===== src/rtl/clock_ctrl.sv =====
// Alarm-clock control block: timebase tick extraction, operating mode,
// time/alarm advance strobes with auto-repeat, and the alarm/buzz/snooze FSM.
//
// Mode FSM
//   state     | meaning
//   MODE_RUN  | time runs, advance buttons ignored
//   MODE_TSET | time frozen, buttons advance time minutes/hours
//   MODE_ASET | time runs, buttons advance alarm minutes/hours, alarm shown
//
// Alarm FSM
//   state    | meaning
//   AL_IDLE  | armed, waiting for a tick while the time matches the alarm
//   AL_BUZZ  | buzzer on, counting ticks to auto-silence
//   AL_SNZ   | snoozing, counting ticks to re-buzz
//   AL_QUIET | silenced, waiting for the matching minute to end
module clock_ctrl #(
    parameter int unsigned BUZZ_SEC = 60,
    parameter int unsigned SNZ_SEC  = 300,
    parameter int unsigned RPT      = 1
) (
    input  logic Clk,
    input  logic Reset,
    input  logic Pulse,
    input  logic Timeset,
    input  logic Alarmset,
    input  logic Minadv,
    input  logic Hrsadv,
    input  logic Alarmon,
    input  logic Snooze,
    input  logic Alarm_match,
    output logic Sec_en,
    output logic Min_inc,
    output logic Hrs_inc,
    output logic Amin_inc,
    output logic Ahrs_inc,
    output logic Disp_alarm,
    output logic Buzz
);

    typedef enum logic [1:0] {MODE_RUN, MODE_TSET, MODE_ASET} mode_t;
    typedef enum logic [1:0] {AL_IDLE, AL_BUZZ, AL_SNZ, AL_QUIET} alarm_t;

    localparam logic [8:0] BUZZ_LAST = 9'(BUZZ_SEC) - 9'd1;
    localparam logic [8:0] SNZ_LAST  = 9'(SNZ_SEC) - 9'd1;
    localparam logic [3:0] RPT_LAST  = 4'(RPT) - 4'd1;

    logic   pulse_s1, pulse_s2, pulse_s3, tick;
    logic   min_prev, hrs_prev, snz_prev, match_prev;
    mode_t  mode_q, mode_last, mode_next;
    alarm_t al_q, al_next;
    logic [8:0] al_cnt, al_cnt_next;
    logic [3:0] min_cnt, hrs_cnt;

    logic min_rise, hrs_rise, snz_rise, match_fall;
    logic adv_mode, mode_chg, min_fire, hrs_fire, kill;

    // Pulse synchronizer and registered rising-edge detect (tick 3 Clk after the edge)
    always_ff @(posedge Clk or negedge Reset) begin
        if (!Reset) begin
            pulse_s1 <= 1'b0;
            pulse_s2 <= 1'b0;
            pulse_s3 <= 1'b0;
            tick     <= 1'b0;
        end else begin
            pulse_s1 <= Pulse;
            pulse_s2 <= pulse_s1;
            pulse_s3 <= pulse_s2;
            tick     <= pulse_s2 & ~pulse_s3;
        end
    end

    // Previous-cycle copies of buttons and match for edge detection
    always_ff @(posedge Clk or negedge Reset) begin
        if (!Reset) begin
            min_prev   <= 1'b0;
            hrs_prev   <= 1'b0;
            snz_prev   <= 1'b0;
            match_prev <= 1'b0;
        end else begin
            min_prev   <= Minadv;
            hrs_prev   <= Hrsadv;
            snz_prev   <= Snooze;
            match_prev <= Alarm_match;
        end
    end

    assign min_rise   = Minadv & ~min_prev;
    assign hrs_rise   = Hrsadv & ~hrs_prev;
    assign snz_rise   = Snooze & ~snz_prev;
    assign match_fall = ~Alarm_match & match_prev;

    // Mode next-state: Timeset has priority over Alarmset
    always_comb begin
        mode_next = MODE_RUN;
        if (Timeset)
            mode_next = MODE_TSET;
        else if (Alarmset)
            mode_next = MODE_ASET;
    end

    // Mode register, plus last-cycle mode to detect entry
    always_ff @(posedge Clk or negedge Reset) begin
        if (!Reset) begin
            mode_q    <= MODE_RUN;
            mode_last <= MODE_RUN;
        end else begin
            mode_q    <= mode_next;
            mode_last <= mode_q;
        end
    end

    assign adv_mode = (mode_q != MODE_RUN);
    assign mode_chg = (mode_q != mode_last);

    // A button held across mode entry is treated like a fresh press.
    assign min_fire = adv_mode & Minadv & (mode_chg | min_rise | (tick & (min_cnt == RPT_LAST)));
    assign hrs_fire = adv_mode & Hrsadv & (mode_chg | hrs_rise | (tick & (hrs_cnt == RPT_LAST)));

    // Auto-repeat counters, one per advance button
    always_ff @(posedge Clk or negedge Reset) begin
        if (!Reset) begin
            min_cnt <= 4'd0;
            hrs_cnt <= 4'd0;
        end else begin
            if (!adv_mode || !Minadv || mode_chg || min_rise)
                min_cnt <= 4'd0;
            else if (tick)
                min_cnt <= (min_cnt == RPT_LAST) ? 4'd0 : min_cnt + 4'd1;

            if (!adv_mode || !Hrsadv || mode_chg || hrs_rise)
                hrs_cnt <= 4'd0;
            else if (tick)
                hrs_cnt <= (hrs_cnt == RPT_LAST) ? 4'd0 : hrs_cnt + 4'd1;
        end
    end

    assign Sec_en     = tick & (mode_q != MODE_TSET);
    assign Min_inc    = min_fire & (mode_q == MODE_TSET);
    assign Hrs_inc    = hrs_fire & (mode_q == MODE_TSET);
    assign Amin_inc   = min_fire & (mode_q == MODE_ASET);
    assign Ahrs_inc   = hrs_fire & (mode_q == MODE_ASET);
    assign Disp_alarm = (mode_q == MODE_ASET);

    assign kill = ~Alarmon | (mode_q != MODE_RUN);

    // Alarm next-state and shared tick counter; disable/mode-exit overrides everything
    always_comb begin
        al_next     = al_q;
        al_cnt_next = al_cnt;
        if (kill) begin
            al_next     = AL_IDLE;
            al_cnt_next = 9'd0;
        end else begin
            case (al_q)
                AL_IDLE: begin
                    if (tick && Alarm_match) begin
                        al_next     = AL_BUZZ;
                        al_cnt_next = 9'd0;
                    end
                end
                AL_BUZZ: begin
                    if (snz_rise) begin
                        al_next     = AL_SNZ;
                        al_cnt_next = 9'd0;
                    end else if (tick) begin
                        if (al_cnt == BUZZ_LAST) begin
                            al_next     = AL_QUIET;
                            al_cnt_next = 9'd0;
                        end else begin
                            al_cnt_next = al_cnt + 9'd1;
                        end
                    end
                end
                AL_SNZ: begin
                    if (tick) begin
                        if (al_cnt == SNZ_LAST) begin
                            al_next     = AL_BUZZ;
                            al_cnt_next = 9'd0;
                        end else begin
                            al_cnt_next = al_cnt + 9'd1;
                        end
                    end
                end
                AL_QUIET: begin
                    if (match_fall)
                        al_next = AL_IDLE;
                end
                default: begin
                    al_next     = AL_IDLE;
                    al_cnt_next = 9'd0;
                end
            endcase
        end
    end

    // Alarm state and counter registers
    always_ff @(posedge Clk or negedge Reset) begin
        if (!Reset) begin
            al_q   <= AL_IDLE;
            al_cnt <= 9'd0;
        end else begin
            al_q   <= al_next;
            al_cnt <= al_cnt_next;
        end
    end

    assign Buzz = (al_q == AL_BUZZ) & ~kill;

endmodule


===== config.mk =====
export PLATFORM = sky130hd
export DESIGN_NAME = clock_ctrl
export DESIGN_NICKNAME = d
export VERILOG_FILES = /design/src/rtl/clock_ctrl.sv
export SDC_FILE = /design/constraint.sdc
export NUM_CORES = 1
export LEC_CHECK = 0
export ABC_AREA = 1
export BUFFER_PORTS_ARGS = -buffer_cell sky130_fd_sc_hd__buf_2
export CORE_UTILIZATION = 30
export CTS_CLUSTER_DIAMETER = 200
export DETAILED_ROUTE_END_ITERATION = 8
export GPL_TIMING_DRIVEN = 0
export HOLD_SLACK_MARGIN = 0.1
export PLACE_DENSITY = 0.45
export SLEW_MARGIN = 30
export SYNTH_ARGS = -nofsm -noshare
export SYNTH_HDL_FRONTEND = slang
export SYNTH_SLANG_ARGS = --single-unit

===== constraint.sdc =====
create_clock -name Clk -period 1.6 [get_ports Clk]
set_input_delay 0.08 -clock Clk [delete_from_list [all_inputs] [get_ports Clk]]
set_output_delay 0.08 -clock Clk [all_outputs]
set_load 0.02 [all_outputs]

==> impl_metrics.toml <==
[sta]
period_needed_ps = 1550
setup_viol = 0
finalClockSkew_ps = 9.86
rsz0062_at_grt = "true"
max-slew-margin-rel_pct = 51.1
final_max_slew_viol_count = 0
finalHoldViolations = 0
finalCritPeriodShare_pct = 96.7
worstMarginPinSlew_ps = 733
max_freq_mhz = 646
holdWs_ps = 271

[floorplanning]
io_pins = 17
coreArea_mm2 = 0.00589
fp.dieArea_mm2 = 0.00640
start_util_pct = 31.0
rows = 28
fp.dieW_um = 80.0
die_h_um = 80.0

[cells_and_area]
post-route-util_pct = 41.3
multi_input_area_mm2 = 0.00101
seqCellArea_um2 = 778
area_delta_synth_final_pct = 33.2
final_common_cell = "nand2_1"
mostFrequentLayoutCells = "48 x nand2_1, 37 x nor2_1, 32 x inv_1"
n_fill_cell = 635
nets = 308
drive_above_1_share_pct = 28.4
antenna_cells = 0

[min_path]
holdPathEnd = "al_q[1]$_DFFE_PN0P_"
hold_start = "Alarmon"
hold_path.class = "in2reg"
hold_depth = 5

[synth]
avgSynthCellArea_um2 = 7.61
synth_seq_area_share_pct = 42.5
syn_nets = 259
yosys_warnings = 0
synth_area_leaders = "dfrtp_1 42%, nand2_1 11%, nor2_1 8.6%, inv_1 7.2%, ha_1 6.2%"
yosysTopAreaCellShare_pct = 42.5
synth_cells = 240
yosys.area.top_type = "dfrtp_1"
yosysUniqueCellTypes = 26
ys_ff_latch = 31
mappedNetlistArea_mm2 = 0.00183

[power_and_ir_drop]
vdd_drop_max_mv = 0.372
power_mw = 1.75
power_density_mw_per_mm2 = 721
leakage_nw = 1.20

[setup_path]
ff2ff_path_depth = 9
cp-end-kind = "primary output"
slowest_stage = "dfrtp_2"
crit_path_start_kind = "flop"
critical_path_class = "reg2out"
r2r-start = "al_q[0]$_DFFE_PN0P_"
cp.arrival_ps = 1470
reg2reg_slack_ps = 50
cp_max_fo = 4
crit_required_ps = 1520
r2r-end = "al_cnt[0]$_DFFE_PN0P_"
crit_chain = "xnor2_2 > nand2_2 > nor2_4 > o21ai_1 > nand2_1 > nor2_1 > buf_4"
max_stage_delay_ps = 450

[drt]
route.vias.total = 1594
wl_per_cell_um = 11.4
vias_per_cell = 4.38
drt_first_iter_violations = 41
firstDrtPassIters = 4
drc_errors = 0
ant_nets = 0
routed_wl_mm = 4.15

[global_route]
antenna_found_initial = 0
grt_use_met1_pct = 17.8
met2_usage_pct = 21.6
grt_overflow = 0
grt_pass1_wl_mm = 6.71
grt_pass1_vias = 1490
grt_util_all_layers_pct = 13.9
grt_max_degree = 32
grtUsageMet3_pct = 4.69
top_usage_layer = "met2"

[clocking]
ctsLongestPathBuffers = 2
numCtsBuffers = 5
clk_pin_slew_worst_paths_ps = 70
cts_tree = "yes"
root_buffer = "clkbuf_8"
cts.sinks = 31
htreeDepth = 2
clk_latency_ps = 290

[status]
status = "finished, final reports clean"

[placed_design]
post-dp-hpwl_mm = 2.78
gp_congestion = 0.815
port_buffers = 16

[job]
maxCapViolations = 0
==> stage by stage <==
stage                     worst slack (ps)  setup TNS (ps)  std cells  area [µm²]
final                                 53.1               0        364        2430
after global routing                 -44.7            -154        364        2430
after CTS                             3.15               0        352        2250
after detailed placement             -21.4           -43.1        331        2000
after global placement               -53.0            -167        331        2000
after floorplan                        151               0        240        1830
==> power breakdown <==
group          switching, mW  internal [mW]
Sequential            0.0162          0.803
Combinational          0.169          0.115
Clock                  0.311          0.338
==> what timing repair did <==
item,CTS,global route
hold buffers,8,0
pin swaps,2,12
resized for setup,10,31
cloned,0,1
setup buffers,6,11
endpoints found under the setup margin,10,15
endpoints found under the hold margin,38,0
==> synth_stat cells <==
library cell / number
nand2_1: 55
nor2_1: 42
inv_1: 35
dfrtp_1: 31
nand3_1: 17
ha_1: 9
nand4_1: 6
o21ai_0: 6
a21oi_1: 5
nor3_1: 5
nand2_4: 4
o21ai_1: 4
nor2_4: 3
xnor2_1: 3
xor2_1: 3
inv_2: 2
a211oi_1: 1
a21boi_0: 1
and2_1: 1
buf_2: 1
inv_6: 1
nand2_2: 1
nor2_2: 1
o21ai_2: 1
o21ai_4: 1
o31ai_1: 1
==> kinds of logic after synthesis <==
kind of cell               share of synthesized area [%]
and+or+nand+nor                                     33.4
buffers and inverters                               8.36
DFF                                                 42.5
AOI/OAI and AO/OA                                   6.72
adders and majority gates                           6.17
xor gates and xnor gates                            2.88
==> worst max path at each step <==
stage	from	endpoint	slack, ps	depth (start not counted)
finish	mode_q[1]$_DFF_PN0_	Ahrs_inc	50	7
global route	al_q[1]$_DFFE_PN0P_	al_cnt[0]$_DFFE_PN0P_	-40	9
CTS	al_q[1]$_DFFE_PN0P_	al_cnt[8]$_DFFE_PN0P_	3	10
detailed placement	al_q[1]$_DFFE_PN0P_	al_cnt[8]$_DFFE_PN0P_	-20	10
global placement	al_q[0]$_DFFE_PN0P_	al_cnt[8]$_DFFE_PN0P_	-50	9
floorplan	al_q[0]$_DFFE_PN0P_	al_cnt[1]$_DFFE_PN0P_	150	10
==> area by class of cell <==
cell class / count / share of cell area, %
buffer: 1 / 0.206
clock buffer: 6 / 3.40
clock inverter: 1 / 0.206
inverter: 38 / 6.48
multi-input combinational: 171 / 41.7
sequential: 31 / 32.0
tap: 75 / 3.86
timing repair buffer: 41 / 12.1
==> sequential cells by signal, summed over array words and instances (netlist names) <==
register    flops
pulse_s3        1
hrs_cnt         4
snz_prev        1
min_prev        1
tick            1
hrs_prev        1
mode_q          2
pulse_s1        1
match_prev      1
mode_last       2
al_cnt          9
pulse_s2        1
min_cnt         4
al_q            2
==> metal layers <==
layer  routed length [µm]  share of wire [%]
met5                    0                  0
met1                 2110                 51
met3                  131                3.2
met2                 1830                 44
met4                   75                1.8
==> worst max-delay path: cells and delay by family (launching register included) <==
family | cells | cell delay, ps
DFF | 1 | 450
and+or+nand+nor | 4 | 370
buffers and inverters | 1 | 150
xor gates and xnor gates | 1 | 140
AOI/OAI and AO/OA | 1 | 70
Power figures use the tool's default switching activity.
